### src/rtl/uart_ctrl_pkg.sv
// Shared constants, register map and FSM state type for the UART bus sequencer.
// Optional macro UART_CTRL_IRQ_WAIT_EN selects the tx_irq wait path.
package uart_ctrl_pkg;

    localparam logic [31:0] REG_DIV    = 32'h00;
    localparam logic [31:0] REG_TXDATA = 32'h10;
    localparam logic [31:0] REG_STATUS = 32'h14;
    localparam logic [31:0] REG_CFG    = 32'h1C;

    localparam int STATUS_TX_BUSY_BIT = 1;

    localparam logic [1:0] OKAY       = 2'b00;
    localparam logic [1:0] BURST_INCR = 2'b01;
    localparam logic [2:0] SIZE_WORD  = 3'd2;

    typedef enum logic [2:0] {
        RST,
        WR_DIV,
        WR_CFG,
        IDLE,
        POLL_AR,
        POLL_R,
        WAIT_IRQ,
        WR_TX
    } state_t;

endpackage

### src/rtl/uart_ctrl_if.sv
// AXI4 single-beat subset (32-bit addr/data, 5-bit id) between the
// sequencer (master) and the UART slave port.
interface uart_ctrl_if;

    logic        aw_valid;
    logic        aw_ready;
    logic [31:0] aw_addr;
    logic [4:0]  aw_id;
    logic [7:0]  aw_len;
    logic [2:0]  aw_size;
    logic [1:0]  aw_burst;

    logic        w_valid;
    logic        w_ready;
    logic [31:0] w_data;
    logic [3:0]  w_strb;
    logic        w_last;

    logic        b_valid;
    logic        b_ready;
    logic [1:0]  b_resp;
    logic [4:0]  b_id;

    logic        ar_valid;
    logic        ar_ready;
    logic [31:0] ar_addr;
    logic [4:0]  ar_id;
    logic [7:0]  ar_len;
    logic [2:0]  ar_size;
    logic [1:0]  ar_burst;

    logic        r_valid;
    logic        r_ready;
    logic [31:0] r_data;
    logic [1:0]  r_resp;
    logic [4:0]  r_id;
    logic        r_last;

    modport master (
        output aw_valid, aw_addr, aw_id, aw_len, aw_size, aw_burst,
        input  aw_ready,
        output w_valid, w_data, w_strb, w_last,
        input  w_ready,
        input  b_valid, b_resp, b_id,
        output b_ready,
        output ar_valid, ar_addr, ar_id, ar_len, ar_size, ar_burst,
        input  ar_ready,
        input  r_valid, r_data, r_resp, r_id, r_last,
        output r_ready
    );

    modport slave (
        input  aw_valid, aw_addr, aw_id, aw_len, aw_size, aw_burst,
        output aw_ready,
        input  w_valid, w_data, w_strb, w_last,
        output w_ready,
        output b_valid, b_resp, b_id,
        input  b_ready,
        input  ar_valid, ar_addr, ar_id, ar_len, ar_size, ar_burst,
        output ar_ready,
        output r_valid, r_data, r_resp, r_id, r_last,
        input  r_ready
    );

endinterface

### src/rtl/uart_ctrl_axi_wr.sv
// Single-beat AXI write engine: aw and w complete independently,
// then the B response is taken once both have been accepted.
module uart_ctrl_axi_wr
    import uart_ctrl_pkg::*;
(
    input  logic        clk,
    input  logic        rst_n,
    input  logic        start,
    input  logic [31:0] addr,
    input  logic [31:0] data,
    output logic        done,
    output logic        resp_err,
    output logic        active,
    output logic        aw_valid,
    input  logic        aw_ready,
    output logic [31:0] aw_addr,
    output logic        w_valid,
    input  logic        w_ready,
    output logic [31:0] w_data,
    input  logic        b_valid,
    output logic        b_ready,
    input  logic [1:0]  b_resp
);

    logic        aw_pend_q;
    logic        w_pend_q;
    logic        active_q;
    logic [31:0] addr_q;
    logic [31:0] data_q;

    assign aw_valid = aw_pend_q;
    assign w_valid  = w_pend_q;
    assign aw_addr  = addr_q;
    assign w_data   = data_q;
    assign active   = active_q;
    assign b_ready  = active_q && !aw_pend_q && !w_pend_q;
    assign done     = b_ready && b_valid;
    assign resp_err = done && (b_resp != OKAY);

    always_ff @(posedge clk or negedge rst_n) begin
        if (!rst_n) begin
            aw_pend_q <= 1'b0;
            w_pend_q  <= 1'b0;
            active_q  <= 1'b0;
            addr_q    <= '0;
            data_q    <= '0;
        end else if (start && !active_q) begin
            active_q  <= 1'b1;
            aw_pend_q <= 1'b1;
            w_pend_q  <= 1'b1;
            addr_q    <= addr;
            data_q    <= data;
        end else begin
            if (aw_pend_q && aw_ready) aw_pend_q <= 1'b0;
            if (w_pend_q && w_ready)   w_pend_q  <= 1'b0;
            // payloads return to zero between transfers
            if (done) begin
                active_q <= 1'b0;
                addr_q   <= '0;
                data_q   <= '0;
            end
        end
    end

endmodule

### src/rtl/uart_ctrl.sv
// UART bus-master sequencer: boot config, then status-polled byte writes.
// Define UART_CTRL_IRQ_WAIT_EN to wait on tx_irq instead of polling STATUS.
module uart_ctrl
    import uart_ctrl_pkg::*;
#(
    parameter logic [31:0] BASE     = 32'h1_0000,
    parameter logic [31:0] DIV_INIT = 32'hA2C,
    parameter logic [31:0] CFG_INIT = 32'h20,
    parameter int          POLL_MAX = 1024
) (
    input  logic        clk,
    input  logic        rst_n,
    uart_ctrl_if.master bus,
    input  logic [7:0]  s_data,
    input  logic        s_valid,
    output logic        s_ready,
    input  logic        cfg_req,
    input  logic [31:0] cfg_div,
    input  logic [31:0] cfg_mode,
    output logic        busy,
    output logic        err
`ifdef UART_CTRL_IRQ_WAIT_EN
    ,
    input  logic        tx_irq
`endif
);

    localparam logic [15:0] POLL_LIM = 16'(POLL_MAX);

    state_t      state_q, state_n;
    logic [7:0]  byte_q, byte_n;
    logic [31:0] div_q, div_n;
    logic [31:0] mode_q, mode_n;
    logic [15:0] cnt_q, cnt_n, cnt_inc;
    logic        err_q, err_n;
`ifdef UART_CTRL_IRQ_WAIT_EN
    logic        sent_q, sent_n;
`endif

    logic        wr_start, wr_done, wr_err, wr_active;
    logic [31:0] wr_addr, wr_data;
    logic        unused;

    assign cnt_inc  = cnt_q + 16'd1;
    assign busy     = (state_q != IDLE);
    assign err      = err_q;
    assign s_ready  = (state_q == IDLE) && !cfg_req && s_valid;
    assign wr_start = (state_q inside {WR_DIV, WR_CFG, WR_TX}) && !wr_active;

    always_comb begin
        wr_addr = '0;
        wr_data = '0;
        unique case (state_q)
            WR_DIV: begin
                wr_addr = BASE + REG_DIV;
                wr_data = div_q;
            end
            WR_CFG: begin
                wr_addr = BASE + REG_CFG;
                wr_data = mode_q;
            end
            WR_TX: begin
                wr_addr = BASE + REG_TXDATA;
                wr_data = {24'h0, byte_q};
            end
            default: ;
        endcase
    end

    uart_ctrl_axi_wr u_wr (
        .clk      (clk),
        .rst_n    (rst_n),
        .start    (wr_start),
        .addr     (wr_addr),
        .data     (wr_data),
        .done     (wr_done),
        .resp_err (wr_err),
        .active   (wr_active),
        .aw_valid (bus.aw_valid),
        .aw_ready (bus.aw_ready),
        .aw_addr  (bus.aw_addr),
        .w_valid  (bus.w_valid),
        .w_ready  (bus.w_ready),
        .w_data   (bus.w_data),
        .b_valid  (bus.b_valid),
        .b_ready  (bus.b_ready),
        .b_resp   (bus.b_resp)
    );

    assign bus.aw_id    = '0;
    assign bus.aw_len   = '0;
    assign bus.aw_size  = bus.aw_valid ? SIZE_WORD : '0;
    assign bus.aw_burst = bus.aw_valid ? BURST_INCR : '0;
    assign bus.w_strb   = bus.w_valid ? 4'hF : '0;
    assign bus.w_last   = bus.w_valid;

    assign bus.ar_valid = (state_q == POLL_AR);
    assign bus.ar_addr  = bus.ar_valid ? BASE + REG_STATUS : '0;
    assign bus.ar_id    = '0;
    assign bus.ar_len   = '0;
    assign bus.ar_size  = bus.ar_valid ? SIZE_WORD : '0;
    assign bus.ar_burst = bus.ar_valid ? BURST_INCR : '0;
    assign bus.r_ready  = (state_q == POLL_R);

    assign unused = ^{bus.b_id, bus.r_id, bus.r_last, bus.r_data,
                      bus.r_valid, bus.r_resp, bus.ar_ready};

    always_comb begin
        state_n = state_q;
        byte_n  = byte_q;
        div_n   = div_q;
        mode_n  = mode_q;
        cnt_n   = cnt_q;
        err_n   = err_q;
`ifdef UART_CTRL_IRQ_WAIT_EN
        sent_n  = sent_q;
`endif
        unique case (state_q)
            RST: state_n = WR_DIV;
            WR_DIV: begin
                if (wr_done) begin
                    if (wr_err) begin
                        err_n   = 1'b1;
                        state_n = IDLE;
                    end else begin
                        state_n = WR_CFG;
                    end
                end
            end
            WR_CFG: begin
                if (wr_done) begin
                    err_n   = err_q | wr_err;
                    state_n = IDLE;
                end
            end
            WR_TX: begin
                if (wr_done) begin
                    err_n   = err_q | wr_err;
                    state_n = IDLE;
`ifdef UART_CTRL_IRQ_WAIT_EN
                    sent_n  = 1'b1;
`endif
                end
            end
            IDLE: begin
                if (cfg_req) begin
                    div_n   = cfg_div;
                    mode_n  = cfg_mode;
                    state_n = WR_DIV;
                end else if (s_valid) begin
                    byte_n  = s_data;
                    cnt_n   = '0;
`ifdef UART_CTRL_IRQ_WAIT_EN
                    state_n = WAIT_IRQ;
`else
                    state_n = POLL_AR;
`endif
                end
            end
`ifdef UART_CTRL_IRQ_WAIT_EN
            // the very first byte needs no prior completion interrupt
            WAIT_IRQ: begin
                if (!sent_q || tx_irq) begin
                    state_n = WR_TX;
                end else if (cnt_inc == POLL_LIM) begin
                    err_n   = 1'b1;
                    state_n = IDLE;
                end else begin
                    cnt_n = cnt_inc;
                end
            end
`else
            POLL_AR: begin
                if (bus.ar_ready) state_n = POLL_R;
            end
            POLL_R: begin
                if (bus.r_valid) begin
                    if (bus.r_resp != OKAY) begin
                        err_n   = 1'b1;
                        state_n = IDLE;
                    end else if (bus.r_data[STATUS_TX_BUSY_BIT]) begin
                        if (cnt_inc == POLL_LIM) begin
                            err_n   = 1'b1;
                            state_n = IDLE;
                        end else begin
                            cnt_n   = cnt_inc;
                            state_n = POLL_AR;
                        end
                    end else begin
                        state_n = WR_TX;
                    end
                end
            end
`endif
            default: state_n = RST;
        endcase
    end

    always_ff @(posedge clk or negedge rst_n) begin
        if (!rst_n) begin
            state_q <= RST;
            byte_q  <= '0;
            div_q   <= DIV_INIT;
            mode_q  <= CFG_INIT;
            cnt_q   <= '0;
            err_q   <= 1'b0;
`ifdef UART_CTRL_IRQ_WAIT_EN
            sent_q  <= 1'b0;
`endif
        end else begin
            state_q <= state_n;
            byte_q  <= byte_n;
            div_q   <= div_n;
            mode_q  <= mode_n;
            cnt_q   <= cnt_n;
            err_q   <= err_n;
`ifdef UART_CTRL_IRQ_WAIT_EN
            sent_q  <= sent_n;
`endif
        end
    end

endmodule
### src/flat_wrapper.sv
// flat-port wrapper written by rule: the top's interface ports become plain ports
module uart_ctrl_flat import uart_ctrl_pkg::*;
#(
    parameter logic [31:0] BASE     = 32'h1_0000,
    parameter logic [31:0] DIV_INIT = 32'hA2C,
    parameter logic [31:0] CFG_INIT = 32'h20,
    parameter int          POLL_MAX = 1024
)
  (clk, rst_n, s_data, s_valid, s_ready, cfg_req, cfg_div, cfg_mode, busy, err, bus_aw_valid, bus_aw_addr, bus_aw_id, bus_aw_len, bus_aw_size, bus_aw_burst, bus_aw_ready, bus_w_valid, bus_w_data, bus_w_strb, bus_w_last, bus_w_ready, bus_b_valid, bus_b_resp, bus_b_id, bus_b_ready, bus_ar_valid, bus_ar_addr, bus_ar_id, bus_ar_len, bus_ar_size, bus_ar_burst, bus_ar_ready, bus_r_valid, bus_r_data, bus_r_resp, bus_r_id, bus_r_last, bus_r_ready);
  uart_ctrl_if bus_i ();
  input  logic clk;
  input  logic rst_n;
  input  logic [7:0] s_data;
  input  logic s_valid;
  output logic s_ready;
  input  logic cfg_req;
  input  logic [31:0] cfg_div;
  input  logic [31:0] cfg_mode;
  output logic busy;
  output logic err;
  output wire logic [$bits(bus_i.aw_valid)-1:0] bus_aw_valid;
  output wire logic [$bits(bus_i.aw_addr)-1:0] bus_aw_addr;
  output wire logic [$bits(bus_i.aw_id)-1:0] bus_aw_id;
  output wire logic [$bits(bus_i.aw_len)-1:0] bus_aw_len;
  output wire logic [$bits(bus_i.aw_size)-1:0] bus_aw_size;
  output wire logic [$bits(bus_i.aw_burst)-1:0] bus_aw_burst;
  input wire logic [$bits(bus_i.aw_ready)-1:0] bus_aw_ready;
  output wire logic [$bits(bus_i.w_valid)-1:0] bus_w_valid;
  output wire logic [$bits(bus_i.w_data)-1:0] bus_w_data;
  output wire logic [$bits(bus_i.w_strb)-1:0] bus_w_strb;
  output wire logic [$bits(bus_i.w_last)-1:0] bus_w_last;
  input wire logic [$bits(bus_i.w_ready)-1:0] bus_w_ready;
  input wire logic [$bits(bus_i.b_valid)-1:0] bus_b_valid;
  input wire logic [$bits(bus_i.b_resp)-1:0] bus_b_resp;
  input wire logic [$bits(bus_i.b_id)-1:0] bus_b_id;
  output wire logic [$bits(bus_i.b_ready)-1:0] bus_b_ready;
  output wire logic [$bits(bus_i.ar_valid)-1:0] bus_ar_valid;
  output wire logic [$bits(bus_i.ar_addr)-1:0] bus_ar_addr;
  output wire logic [$bits(bus_i.ar_id)-1:0] bus_ar_id;
  output wire logic [$bits(bus_i.ar_len)-1:0] bus_ar_len;
  output wire logic [$bits(bus_i.ar_size)-1:0] bus_ar_size;
  output wire logic [$bits(bus_i.ar_burst)-1:0] bus_ar_burst;
  input wire logic [$bits(bus_i.ar_ready)-1:0] bus_ar_ready;
  input wire logic [$bits(bus_i.r_valid)-1:0] bus_r_valid;
  input wire logic [$bits(bus_i.r_data)-1:0] bus_r_data;
  input wire logic [$bits(bus_i.r_resp)-1:0] bus_r_resp;
  input wire logic [$bits(bus_i.r_id)-1:0] bus_r_id;
  input wire logic [$bits(bus_i.r_last)-1:0] bus_r_last;
  output wire logic [$bits(bus_i.r_ready)-1:0] bus_r_ready;
  assign bus_aw_valid = bus_i.aw_valid;
  assign bus_aw_addr = bus_i.aw_addr;
  assign bus_aw_id = bus_i.aw_id;
  assign bus_aw_len = bus_i.aw_len;
  assign bus_aw_size = bus_i.aw_size;
  assign bus_aw_burst = bus_i.aw_burst;
  assign bus_i.aw_ready = bus_aw_ready;
  assign bus_w_valid = bus_i.w_valid;
  assign bus_w_data = bus_i.w_data;
  assign bus_w_strb = bus_i.w_strb;
  assign bus_w_last = bus_i.w_last;
  assign bus_i.w_ready = bus_w_ready;
  assign bus_i.b_valid = bus_b_valid;
  assign bus_i.b_resp = bus_b_resp;
  assign bus_i.b_id = bus_b_id;
  assign bus_b_ready = bus_i.b_ready;
  assign bus_ar_valid = bus_i.ar_valid;
  assign bus_ar_addr = bus_i.ar_addr;
  assign bus_ar_id = bus_i.ar_id;
  assign bus_ar_len = bus_i.ar_len;
  assign bus_ar_size = bus_i.ar_size;
  assign bus_ar_burst = bus_i.ar_burst;
  assign bus_i.ar_ready = bus_ar_ready;
  assign bus_i.r_valid = bus_r_valid;
  assign bus_i.r_data = bus_r_data;
  assign bus_i.r_resp = bus_r_resp;
  assign bus_i.r_id = bus_r_id;
  assign bus_i.r_last = bus_r_last;
  assign bus_r_ready = bus_i.r_ready;
  uart_ctrl #(.BASE(BASE), .DIV_INIT(DIV_INIT), .CFG_INIT(CFG_INIT), .POLL_MAX(POLL_MAX)) u_core (.clk(clk), .rst_n(rst_n), .bus(bus_i), .s_data(s_data), .s_valid(s_valid), .s_ready(s_ready), .cfg_req(cfg_req), .cfg_div(cfg_div), .cfg_mode(cfg_mode), .busy(busy), .err(err));
endmodule
### config.mk
export PLATFORM = sky130hd
export DESIGN_NAME = uart_ctrl_flat
export DESIGN_NICKNAME = d
export VERILOG_FILES = /design/src/rtl/uart_ctrl_pkg.sv /design/src/rtl/uart_ctrl_if.sv /design/src/rtl/uart_ctrl_axi_wr.sv /design/src/rtl/uart_ctrl.sv /design/src/flat_wrapper.sv
export SDC_FILE = /design/constraint.sdc
export NUM_CORES = 1
export LEC_CHECK = 0
export ABC_CLOCK_PERIOD_IN_PS = 5600
export CAP_MARGIN = 15
export CORE_AREA = 5 5 126 128
export CTS_CLUSTER_DIAMETER = 80
export CTS_CLUSTER_SIZE = 12
export DETAILED_ROUTE_END_ITERATION = 10
export DIE_AREA = 0 0 131 133
export PLACE_DENSITY = 0.92
export RECOVER_POWER = 25
export SLEW_MARGIN = 5
export SYNTH_ARGS = -nofsm -noshare
export SYNTH_HDL_FRONTEND = slang
export SYNTH_SLANG_ARGS = --single-unit
### constraint.sdc
create_clock -name clk -period 5.6 [get_ports clk]
set_input_delay 0.56 -clock clk [delete_from_list [all_inputs] [get_ports clk]]
set_output_delay 0.56 -clock clk [all_outputs]
set_load 0.005 [all_outputs]
-- Word-level counts from Yosys, hierarchy flattened
Cells that the tools add are included.
- eq/ne operators: 21
- multiplexer cells: 43
- reductions and logical operators: 29
- add/subtract/negate cells: 1
- bitwise logic cells: 2
- operators by type and width (operator ; count):
    2-to-1 mux 16 bit ; 6
    2-to-1 mux 32 bit ; 3
    case mux 32 bit (3 select lines) ; 1
    case mux 17 bit (3 select lines) ; 1
    case mux 16 bit (2 select lines) ; 1
    2-to-1 mux 3 bit ; 9
    case mux 3 bit (6 select lines) ; 1
    2-to-1 mux 17 bit ; 1
    adder 16 x 1 -> 16 bit (second input constant) ; 1
    == test 16 x 11 -> 1 bit (second input constant) ; 1
    2-to-1 mux 1 bit ; 16
    inequality test 2 bit (second input constant) ; 8
    AND reduction 7 bit ; 2
    nonzero test 2 bit ; 6
    logical AND 1 bit ; 10
    == test 3 bit (second input constant) ; 3
    == test 3 x 2 -> 1 bit (second input constant) ; 2
    inequality test 3 x 2 -> 1 bit (second input constant) ; 2
    nonzero test 3 bit ; 2
    AND reduction 5 bit ; 1
    logical NOT 1 bit ; 4
    2-to-1 mux 2 bit ; 2
    2-to-1 mux 4 bit ; 1
    inequality test 2 x 1 -> 1 bit (second input constant) ; 2
    10 further kinds ; 10
- register bits: 159
- input port bits: 128
- logic and storage cells: 107
- output and inout port bits: 145

-- Longest topological paths before layout
Gate-level depths: netlist of the first run.
- depth in word-level cells: 8
- gate-level depth with buffers: 9
- mapped depth without buffers: 8

-- Cells and area by module
A second synthesis of the first run with hierarchy kept.
- cells, all modules: 796
- area total of the unflattened synthesis: 8360.5 µm²
- by module, submodules not included (module ; times used ; sequential area each (µm²) ; cells each ; area an instance (µm²)):
    uart_ctrl ; 1 ; 2309.7 ; 498 ; 5114.9
    uart_ctrl_axi_wr ; 1 ; 1676.6 ; 298 ; 3245.6

-- Least setup slack after synthesis of the first run
No wires, ideal clock.
- path type: input port to output port
- start point: input port bus_r_resp[1]
- end point: output port s_ready
- path buffers: 1
- data required time: 5.040 ns
- setup slack: 3.358 ns
- data arrival time: 1.682 ns
- cell stages on the path: 6
- cell sequence: nor2_1 and3_1 and3_1 o21ai_1 nor2_1 buf_1
- RTL lines (item ; RTL line ; source):
    start: declaration ; flat_wrapper.sv:46 ; input wire logic [$bits(bus_i.r_resp)-1:0] bus_r_resp;
    end: declaration ; flat_wrapper.sv:15 ; output logic s_ready;

-- Worst setup path after layout of the first run
- start point: register u_core.state_q[1]
- end point: output port s_ready
- word-level cells in the longest chain between the ends: 3
- ends and longest elaborated chain (item ; RTL line ; source):
    start: declaration ; uart_ctrl.sv:30 ; state_t state_q, state_n;
    start signal: assignment ; uart_ctrl.sv:211 ; state_q <= state_n;
    == test 3 x 2 -> 1 bit ; uart_ctrl.sv:47 ; assign s_ready = (state_q == IDLE) && !cfg_req && s_valid;
    logical AND 1 bit (2 in a row) ; uart_ctrl.sv:47 ;
No other way between the ends.

==> results of run 1 <==
[cell usage after synthesis (all sizes together), types with 3 or more instances]
master / number / share of area
o41ai: 3 / 0.0051
o31ai: 11 / 0.012
and3: 7 / 0.0066
o311ai: 4 / 0.0052
clkbuf: 27 / 0.015
nor4: 4 / 0.0082
nor2b: 6 / 0.0056
buf: 110 / 0.12
dfstp: 6 / 0.024
a22oi: 18 / 0.020
a22o: 8 / 0.010
o21ai: 22 / 0.016
inv: 22 / 0.012
and2: 4 / 0.0037
o22ai: 4 / 0.0037
a21oi: 17 / 0.013
nand4: 6 / 0.0056
nand2b: 4 / 0.0037
nor3: 10 / 0.0082
o211ai: 7 / 0.0094
nand2: 27 / 0.015
a21o: 3 / 0.0034
a222oi: 14 / 0.021
nor2: 16 / 0.0090
nand3: 29 / 0.024
dfrtp: 124 / 0.46
mux2: 72 / 0.12
[worst register-to-register path, cell delays in order (launching register included)]
cell and delay, ns:
dfrtp_1 0.70, nand2b_1 0.35, nor2_1 0.61, a21o_1 0.22
nand2b_1 0.07, buf_4 0.25, and2_0 0.56, a222oi_1 0.45
inv_1 0.07
[placed cells by master (no fill, tap or decap), types with 3 or more instances in the layout]
cell / instances
conb_1: 89
nand3_1: 27
o22ai_1: 4
inv_1: 21
o31ai_1: 11
nor2b_1: 6
buf_4: 6
dfstp_2: 6
nor3_1: 8
a21o_1: 3
a21oi_1: 17
nand2b_1: 4
nor2_1: 16
a222oi_1: 14
clkdlybuf4s50_1: 123
and3_1: 7
mux2_2: 72
o21ai_0: 20
a22o_1: 8
and2_1: 3
dfrtp_1: 124
clkbuf_16: 17
o211ai_1: 5
dlygate4sd3_1: 17
nand2_1: 27
nand4_1: 6
a22oi_1: 18
o311ai_0: 3
inv_6: 6
[flip-flops by register name, summed over array words and instances, names as in the netlist]
name / count
u_core.u_wr.w_valid: 1
u_core.u_wr.aw_valid: 1
u_core.state_q: 3
u_core.div_q: 32
u_core.mode_q: 32
u_core.u_wr.aw_addr: 3
u_core.u_wr.w_data: 32
u_core.err: 1
u_core.byte_q: 8
u_core.cnt_q: 16
u_core.u_wr.active: 1
[routing by layer]
layer | track usage | vias to the layer above | routed length (um)
li1 | - | 2250 | -
met1 | 0.227 | 2455 | 6140
met2 | 0.314 | 236 | 8510
met3 | 0.0561 | 32 | 1390
met4 | 0.0789 | 0 | 371
met5 | 0 | - | 0
[worst paths after layout]
check	endpoint	slack, ns	cells after the start
min in group asynchronous	u_core.u_wr.w_data[13]$_DFFE_PN0P_	1.17	1
max	s_ready	2.13	6
min	u_core.u_wr.aw_addr[16]$_DFFE_PN0P_	0.47	2
max in group asynchronous	u_core.cnt_q[5]$_DFFE_PN0P_	2.20	2
max reg2reg	u_core.u_wr.w_data[14]$_DFFE_PN0P_	2.22	8
min reg2reg	u_core.u_wr.aw_addr[16]$_DFFE_PN0P_	0.47	2
[power breakdown]
part           total, mW  leakage [nW]  switching, mW  internal [mW]
clock               1.09         0.283          0.453          0.637
combinational       1.54          1.82          0.717          0.824
sequential          1.71          1.61          0.338           1.37
[metrics by stage]
step	cell area, um^2	worst slack, ns
final	8380	2.13
after detailed placement	7810	2.28
after global routing	8380	1.39
after global placement	7810	2.34
after CTS	8390	2.16
after floorplan	7010	3.36
[layout make-up]
cell class / count / area (um^2) / share of cell area
Tap cell: 188 / 235 / 0.0281
Multi-Input combinational cell: 410 / 2770 / 0.331
Clock inverter: 14 / 143 / 0.0170
Timing Repair Buffer: 147 / 1450 / 0.173
Sequential cell: 130 / 3260 / 0.389
Clock buffer: 18 / 439 / 0.0524
Inverter: 22 / 82.6 / 0.00985
[cells by family after synthesis]
family,count (synthesis),share of synthesized area
buf+inv,159,0.149
fa+ha+maj,1,0.00187
other cells,1,0.000561
xor+xnor,4,0.00525
simple gates,121,0.0993
compound gates,121,0.132
flops,130,0.488
mux,74,0.124
==> flow_summary.ini, run 1 <==
[cts]
cts.hold.buffers_added = 0
clk_pin_slew_worst_paths_ns = 0.06
numCtsBuffers = 17
cts_resized = 0
post_cts_buffers = 0
cts_tree = done
clock_latency_ns = 0.42
clock_sinks = 130
clk_path_buf_depth = 2
cts-root-buf = clkbuf_16
htreeDepth = 4

[status]
violations = max-capacitance violations, max-slew violations
outcome = finished, violations left

[route]
drt_pass1_iterations = 6
wl_um = 16400
first_iter_violations = 344
routed_via_density = 5.35
final_antenna_net_count = 0
drc = 0
wl_per_cell_um = 17.7
dr_total_vias = 4973

[cells_and_area]
fillers = 1171
syn_to_final_growth_pct = 25.5
diodes = 0
layout.cells.non_filler = 929
utilization = 0.568
finalNetCount = 857
drive_gt1_frac = 0.170

[sta]
worst_slew_pin_slew_ns = 3.14
maxSlewHeadroom = -1.09
rsz0062_at_grt = no
whs_ns = 0.470
setup_violations = 0
period_share = 0.619
skew_ns = 0.0115
fmax_mhz = 289
min_period_ns = 3.47
fin_tns_setup_ns = 0
drv_slew = 61
finalHoldViolCount = 0

[synthesis]
yosys_most_used_dff = dfrtp_1
synthCells = 611
synth_cell_type_count = 57
async_reset_ff_frac = 1.00
syn_area_um2 = 6680
ys_warn_count = 0
synth-seq-cells = 130
syn_area_per_cell_um2 = 10.9
synth-edff-count = 0
ys_seq_area_frac = 0.488

[pwr]
vdd_drop_max_mv = 0.298
p_leak_nw = 3.71
power_density_nw_per_um2 = 518
finalPower_mw = 4.34

[worst_setup_path]
start_kind = flip-flop
cp.arrival_ns = 2.91
critPathRequiredTime_ns = 5.04
critPathMaxFanout = 24
critPathBufInv = 3
slowest_delay_ns = 0.91
startpoint = u_core.state_q[1]$_DFFE_PN0P_
crit_path_cell_trace = inv_1, nor4b_1, o21ai_1, nor2_1, buf_4, clkdlybuf4s50_1
critical-path-slowest-cell = dfrtp_1
rr_startpoint = u_core.state_q[1]$_DFFE_PN0P_
crit_type = flip-flop to output port
path_delay_family = buffers and inverters
cp-end-kind = output port

[hold_path]
worstHoldStart = u_core.u_wr.aw_addr[16]$_DFFE_PN0P_
min_path_type = flip-flop to flip-flop

[grt]
grt_pass1_vias = 4932
grt_usage = 0.189
grt_first_pass_wirelength_um = 25700
grt_max_degree = 72
antenna_found_initial = 0
grt_overflow = 0

[floorplan]
core_area_um2 = 14800
die_y_um = 133
pin_count = 273
die_area_um2 = 17400
row_count = 45
die_width_um = 131
start_util = 0.453

[placed_design]
dpl.hpwl_um = 11200
gp_congestion = 0.806
placed_cells = 897
port_buffers = 141

[flow_run]
max_cap_violations = 1
No activity file was read; power rests on OpenSTA's default activity.
==> inputs of run 2 (changes only) <==
--- a/config.mk
+++ b/config.mk
@@ -5,14 +5,14 @@
 export SDC_FILE = /design/constraint.sdc
 export NUM_CORES = 1
 export LEC_CHECK = 0
-export ABC_CLOCK_PERIOD_IN_PS = 5600
+export ABC_CLOCK_PERIOD_IN_PS = 3100
 export CAP_MARGIN = 15
-export CORE_AREA = 5 5 126 128
+export CORE_AREA = 5 5 137 139
 export CTS_CLUSTER_DIAMETER = 80
 export CTS_CLUSTER_SIZE = 12
 export DETAILED_ROUTE_END_ITERATION = 10
-export DIE_AREA = 0 0 131 133
-export PLACE_DENSITY = 0.92
+export DIE_AREA = 0 0 142 144
+export PLACE_DENSITY = 0.83
 export RECOVER_POWER = 25
 export SLEW_MARGIN = 5
 export SYNTH_ARGS = -nofsm -noshare
==> constraint.sdc (replaced) <==
create_clock -name clk -period 3.1 [get_ports clk]
set_input_delay 0.31 -clock clk [delete_from_list [all_inputs] [get_ports clk]]
set_output_delay 0.31 -clock clk [all_outputs]
set_load 0.005 [all_outputs]
==> flow_summary.ini, run 2 (synthesized netlist as in run 1, its figures left out) <==
[worst_setup_path]
critPathRequiredTime_ns = 3.39
critPathMaxFanout = 8
crit_type = flip-flop to flip-flop
rr_startpoint = u_core.cnt_q[0]$_DFFE_PN0P_
reg2reg_slack_ns = 0.33
reg2reg_to = u_core.cnt_q[4]$_DFFE_PN0P_
cp-end-kind = flip-flop
start_kind = flip-flop
cp.arrival_ns = 3.06
startpoint = u_core.cnt_q[0]$_DFFE_PN0P_
reg2reg_depth = 9

[cells_and_area]
layout_commonest_cell = clkdlybuf4s50_1
syn_to_final_growth_pct = 27.9
multi_input_area_um2 = 2760
drive_gt1_frac = 0.176
fillers = 1559
finalNetCount = 866
layout.cells.most_common_list = clkdlybuf4s50_1 (140), dfrtp_1 (124), conb_1 (89), mux2_2 (72)
diodes = 0
seq_area_um2 = 3260
fin_area_um2 = 8540

[floorplan]
pin_count = 273
die_y_um = 144
die_area_um2 = 20400
core_area_um2 = 17500
row_count = 49
die_width_um = 142
start_util = 0.381

[sta]
maxSlewHeadroom = -0.480
fin_tns_setup_ns = 0
skew_ns = 0.0101
drv_slew = 40
worst_slew_pin_slew_ns = 2.22
fmax_mhz = 361
min_period_ns = 2.77
setup_violations = 0
period_share = 0.894
whs_ns = 0.448
finalHoldViolCount = 0
rsz0062_at_grt = no

[pwr]
power_density_nw_per_um2 = 935
vdd_drop_max_mv = 0.506
p_leak_nw = 3.73
finalPower_mw = 7.99

[route]
wl_per_cell_um = 16.8
drt_pass1_iterations = 5
routed_via_density = 4.99
dr_total_vias = 4890
first_iter_violations = 313
final_antenna_net_count = 0
drc = 0
wl_um = 16400

[cts]
clk_path_buf_depth = 2
clk_pin_slew_worst_paths_ns = 0.06
htreeDepth = 4
cts-root-buf = clkbuf_16
clock_latency_ns = 0.42
clock_sinks = 130
cts_tree = done
post_cts_buffers = 0
numCtsBuffers = 17

[grt]
grt_usage = 0.158
grt_max_degree = 65
grt_overflow = 0
grt_pass1_vias = 4848
antenna_found_initial = 0
grt_first_pass_wirelength_um = 25200

[placed_design]
port_buffers = 141
dpl.hpwl_um = 11700
gp_congestion = 0.809
placed_cell_area_um2 = 7930

[status]
violations = max-capacitance violations, max-slew violations
outcome = finished, violations left

[hold_path]
min_path_type = input port to flip-flop
worstHoldStart = bus_aw_ready
min_path_cells = 2
holdPathEnd = u_core.u_wr.aw_valid$_DFFE_PN0P_

[flow_run]
max_cap_violations = 1
==> run 2: changes by cell type in the layout (fill, tap and decap cells not counted), sizes merged <==
cell and delta:
clkdlybuf4s50 +17, dlygate4sd3 -16, buf +8, inv -7, bufinv +2, clkbuf +2
clkinv +2, clkinvlp +1
==> run 2: critical path, cell delays in order, from the launching register on <==
cell      delay [ns]
dfrtp_1         0.44
ha_1            0.29
nand2_1         0.17
nor4_4          0.33
and3_1          0.23
o211ai_2        0.15
nor4_4          0.56
buf_4           0.25
o211ai_1        0.09
o311ai_0        0.14
==> run 2: worst max-delay path by stage <==
stage                                          to  depth (start not counted)
floorplan           u_core.state_q[2]$_DFFE_PN0P_                          8
global placement    u_core.state_q[2]$_DFFE_PN0P_                          8
detailed placement    u_core.cnt_q[4]$_DFFE_PN0P_                          9
CTS                   u_core.cnt_q[4]$_DFFE_PN0P_                          9
global route        u_core.mode_q[10]$_DFFE_PN0P_                          3
finish                u_core.cnt_q[4]$_DFFE_PN0P_                          9
==> run 2: power by group <==
part	leakage, nW	switching [mW]	internal [mW]
Combinational	1.83	1.36	1.56
Sequential	1.61	0.529	2.49
Clock	0.294	0.748	1.31
==> run 2: through the flow <==
stage,setup WS (ns),instances,util
CTS,0.341,979,0.488
finish,0.328,979,0.487
floorplan,0.898,699,-
global route,0.0811,979,0.487
global placement,0.408,946,0.452
detailed placement,0.369,946,0.452
==> run 2: area by class of cell <==
cell class,instances,area share
well taps,229,0.0335
multi-input cells,410,0.323
clock inverters,12,0.0183
flip-flops and latches,130,0.382
repair buffers,156,0.180
clock buffers,20,0.0535
inverters,22,0.00967
==> run 2: timing repair <==
| action | in CTS | in global routing |
|---|---|---|
| hold buffers | 1 | 0 |
| endpoints found under the hold margin | 36 | 0 |
| resized for setup | 0 | 0 |
==> run 2: per-layer routing <==
| layer | up-vias | share of wire | global-route usage |
|---|---|---|---|
| li1 | 2253 | - | - |
| met1 | 2409 | 0.39 | 0.187 |
| met2 | 203 | 0.51 | 0.271 |
| met3 | 25 | 0.078 | 0.0430 |
| met4 | 0 | 0.020 | 0.0657 |
| met5 | - | 0 | 0 |
